`config.mk`:
```
export PLATFORM = sky130hd
export DESIGN_NAME = timer_counter
export DESIGN_NICKNAME = d
export VERILOG_FILES = /design/src/rtl/timer_counter.sv
export SDC_FILE = /design/constraint.sdc
export NUM_CORES = 1
export LEC_CHECK = 0
export ABC_CLOCK_PERIOD_IN_PS = 3500
export BUFFER_PORTS_ARGS = -buffer_cell sky130_fd_sc_hd__buf_2
export CORE_MARGIN = 2
export CORE_UTILIZATION = 60
export CTS_CLUSTER_DIAMETER = 100
export DETAILED_ROUTE_END_ITERATION = 8
export PLACE_DENSITY_LB_ADDON = 0.25
export SLEW_MARGIN = 20
export SYNTH_ARGS = -nofsm -noshare
export SYNTH_HDL_FRONTEND = slang
export SYNTH_SLANG_ARGS = --single-unit
```
`constraint.sdc`:
```
create_clock -name clk -period 3.5 [get_ports clk]
set_input_delay 0.7 -clock clk [delete_from_list [all_inputs] [get_ports clk]]
set_output_delay 0.7 -clock clk [all_outputs]
set_load 0.02 [all_outputs]
```
`src/rtl/timer_counter.sv`:
```
// Memory-mapped 32-bit down-counting timer with one-shot and auto-reload modes.
// Drives one CP0 hardware interrupt line; CTRL/PRESET/COUNT window selected by addr.
module timer_counter (
    input  logic        clk,
    input  logic        reset,
    input  logic [1:0]  addr,
    input  logic        we,
    input  logic [31:0] din,
    output logic [31:0] dout,
    output logic        irq
);

    localparam int unsigned DATA_W = 32;
    localparam int unsigned CTRL_W = 4;

    localparam logic [1:0] ADDR_CTRL   = 2'd0;
    localparam logic [1:0] ADDR_PRESET = 2'd1;
    localparam logic [1:0] ADDR_COUNT  = 2'd2;

    typedef enum logic [1:0] {
        ST_IDLE = 2'd0,
        ST_LOAD = 2'd1,
        ST_CNT  = 2'd2,
        ST_INT  = 2'd3
    } state_t;

    state_t              state;
    logic [CTRL_W-1:0]   ctrl;
    logic [DATA_W-1:0]   preset;
    logic [DATA_W-1:0]   count;
    logic                irq_flag;

    logic ctrl_wr;
    logic preset_wr;
    logic en;
    logic im;
    logic auto_reload;

    assign ctrl_wr     = we && (addr == ADDR_CTRL);
    assign preset_wr   = we && (addr == ADDR_PRESET);
    assign en          = ctrl[0];
    assign im          = ctrl[3];
    // Only MODE=01 reloads; 1x falls back to one-shot.
    assign auto_reload = (ctrl[2:1] == 2'b01);

    // Register file and counting state machine.
    always_ff @(posedge clk or negedge reset) begin
        if (!reset) begin
            state    <= ST_IDLE;
            ctrl     <= '0;
            preset   <= '0;
            count    <= '0;
            irq_flag <= 1'b0;
        end else begin
            if (ctrl_wr) begin
                ctrl <= din[CTRL_W-1:0];
            end
            if (preset_wr) begin
                preset <= din;
            end
            if (ctrl_wr || preset_wr) begin
                irq_flag <= 1'b0;
            end

            case (state)
                ST_IDLE: begin
                    if (en) begin
                        state <= ST_LOAD;
                    end
                end
                ST_LOAD: begin
                    count <= preset;
                    state <= ST_CNT;
                end
                ST_CNT: begin
                    if (!en) begin
                        state <= ST_IDLE;
                    end else if (count > DATA_W'(1)) begin
                        count <= count - DATA_W'(1);
                    end else begin
                        count <= '0;
                        state <= ST_INT;
                    end
                end
                ST_INT: begin
                    if (auto_reload) begin
                        state <= ST_LOAD;
                    end else begin
                        // A same-cycle bus write to CTRL keeps its EN value; the flag set beats the clear.
                        if (!ctrl_wr) begin
                            ctrl[0] <= 1'b0;
                        end
                        irq_flag <= 1'b1;
                        state    <= ST_IDLE;
                    end
                end
                default: state <= ST_IDLE;
            endcase
        end
    end

    // Level interrupt in one-shot, single-cycle pulse per period in auto-reload.
    always_comb begin
        irq = 1'b0;
        if (auto_reload) begin
            irq = (state == ST_INT) && im;
        end else begin
            irq = irq_flag && im;
        end
    end

    // Combinational read mux; unmapped word reads zero.
    always_comb begin
        dout = '0;
        case (addr)
            ADDR_CTRL:   dout = DATA_W'(ctrl);
            ADDR_PRESET: dout = preset;
            ADDR_COUNT:  dout = count;
            default:     dout = '0;
        endcase
    end

endmodule

```
==> flow_summary.toml <==
[worst_setup_path]
worstPathArrival_ns = 2.86
required_ns = 3.74
cp-start-kind = "flip-flop"
reg2reg_setup_slack_ns = 0.88
r2r_start = "count[16]"
crit_type = "reg2reg"
cp-startpoint = "count[16]"
path_max_fanout = 14
ff2ff_path_depth = 5
critPathCaptureType = "flip-flop"

[drt]
drtPass1Iterations = 5
avgViaCountPerCell = 6.89
drt_iter0_drc = 338
drc = 0
num_vias = 3789
detail_route.wl_per_cell_um = 19.6
drt_wl_total_um = 10800
final_antenna_net_count = 0

[cts]
numCtsBuffers = 9
cts_tree = "done"
clock_latency_ns = 0.36
postCtsHoldBufs = 0
cts_buffer_depth = 2
postCtsSetupRepairBufs = 0
clk_pin_slew_ns = 0.08
cts-root-buf = "clkbuf_8"
clock_sinks = 71
htreeDepth = 3
postCtsResizedCells = 0

[finish]
nets = 507
instances_no_fill = 550
fin_util_pct = 73.0
layout-drive-gt1-share_pct = 30.7
diodes = 0
final_common_cell = "dfrtp_1"
layout_common_cells = "dfrtp_1, buf_2, mux2_2"
area_growth_syn_to_layout_pct = 16.1

[global_routing]
grt.overflow.total = 0
grt_pass1_wl_um = 17900
grt_max_degree = 72
grtUsageTotal_pct = 30.5
antenna_found_initial = 0
grt_pass1_vias = 3690

[floorplan]
fp.dieH_um = 86.3
ios = 70
dieArea_um2 = 7440
initial_utilization_pct = 62.8
fp-row-count = 29
fp.dieW_um = 86.3
core_region_area_um2 = 6460

[flow_run]
cap_violations = 0

[timing]
setup_viol = 0
tns_ns = 0
hold_viol = 0
finClkSkew_ns = 0.0112
max_freq_mhz = 381
slew_viol_final = 0
fin_crit_ns = 2.62
period_share_pct = 74.9
slew_headroom_pct = 39.8
worstMarginPinSlew_ns = 0.903
rsz0062_at_grt = "false"

[yosys]
synth-edff-count = 0
async_flop_share_pct = 100
yosysWarnings = 0
synth_flop_cell = "dfrtp_1"
syn_inst = 406
synth_area_per_cell_um2 = 10.0
syn_area_um2 = 4060
seq_area_frac_synth_pct = 43.8
ys_types = 56
syn-num-nets = 445
synth_seq_cells = 71

[placement]
placed_cells = 534
gp_congestion = 0.900
numPortBuffers = 69
dp_hpwl_um = 7110

[min_path]
hp-class = "reg2reg"
hold_depth = 1
holdCritStartpoint = "irq_flag"

[power]
p_per_area_nw_per_um2 = 787
p_leak_uw = 0.00209
ir_drop_mv = 0.412
total_power_uw = 3710

[outcome]
status = "finished clean"
where the power goes:
group          internal (µW)  leakage (µW)  total (µW)  switching, µW
clock network            418      0.000116         737            319
registers               1100      0.000857        1510            405
logic                    635       0.00112        1460            829
worst paths after layout:
kind,endpoint
hold / removal,irq_flag
min in group asynchronous,ctrl[3]
max in group asynchronous,count[18]
hold reg to reg,irq_flag
setup / recovery,count[3]
setup reg to reg,count[3]
registers in the layout, indices dropped and copies added (netlist names):
register,flops
ctrl,4
irq_flag,1
state,2
preset,32
count,32
per-stage QoR:
step | setup WS, ns | hold WS [ns] | instance area, µm²
after CTS | 0.930 | 0.502 | 4710
final | 0.877 | 0.499 | 4710
after detailed placement | 0.967 | 0.483 | 4490
after floorplan | 0.824 | 0.404 | 4060
after global placement | 1.05 | 0.463 | 4490
after global routing | 0.743 | 0.521 | 4710
worst max-delay path, stage by stage (launching register included):
cell	delay, ns
dfrtp_1	0.46
or4_4	0.54
nor3_1	0.36
and4_1	0.61
nor2_1	0.18
a221o_1	0.35
cells by family after synthesis:
kind of cell             count (synthesis)  share of synthesized area [%]
flip-flops                              71                           43.8
buffers and inverters                   42                           4.13
AO/OA/AOI/OAI                          120                           23.0
AND/OR/NAND/NOR                        132                           17.8
adder cells (fa/ha/maj)                  2                          0.616
multiplexers                            39                           10.7
layout make-up:
class / instances / area [µm²]
multi-input cells: 293 / 2120
flip-flops and latches: 71 / 1780
fillers: 493 / 1750
repair buffers: 85 / 465
clock buffers: 10 / 138
well taps: 77 / 96.3
clock inverters: 6 / 83.8
inverters: 8 / 30.0
Yosys cell counts, drive strengths merged (3+ instances only):
cell type  count  share of area, %
nor2b          5              0.77
mux2i          4              0.99
o21ai         12               1.5
nand2         34               3.1
mux2          35               9.7
clkbuf        28               2.6
nor4          14               2.5
a21oi         11               1.4
and3           5              0.77
o41a           3              0.83
nand4          6              0.92
buf            6              0.80
inv            7              0.65
o211ai         3              0.55
a31oi          9               1.4
o311a          4              0.99
nand3         19               2.3
a221o          7               1.7
or3            7               1.2
or4            9               1.8
o22ai          3              0.46
o31ai          6               1.1
o311ai         7               1.5
a22o          30               6.5
nand2b         5              0.77
nor2          14               1.3
a32oi          3              0.65
a22oi          5              0.92
nor3           6              0.74
o41ai          3              0.65
dfrtp         71                44
routing by layer:
| layer | vias to the layer above | track usage (%) | share of wire [%] |
|---|---|---|---|
| li1 | 1704 | - | - |
| met1 | 1849 | 41.0 | 41 |
| met2 | 208 | 49.5 | 49 |
| met3 | 28 | 4.48 | 7.9 |
| met4 | 0 | 12.9 | 2.2 |
| met5 | - | 0 | 0 |
(Power assumes the default switching activity.)
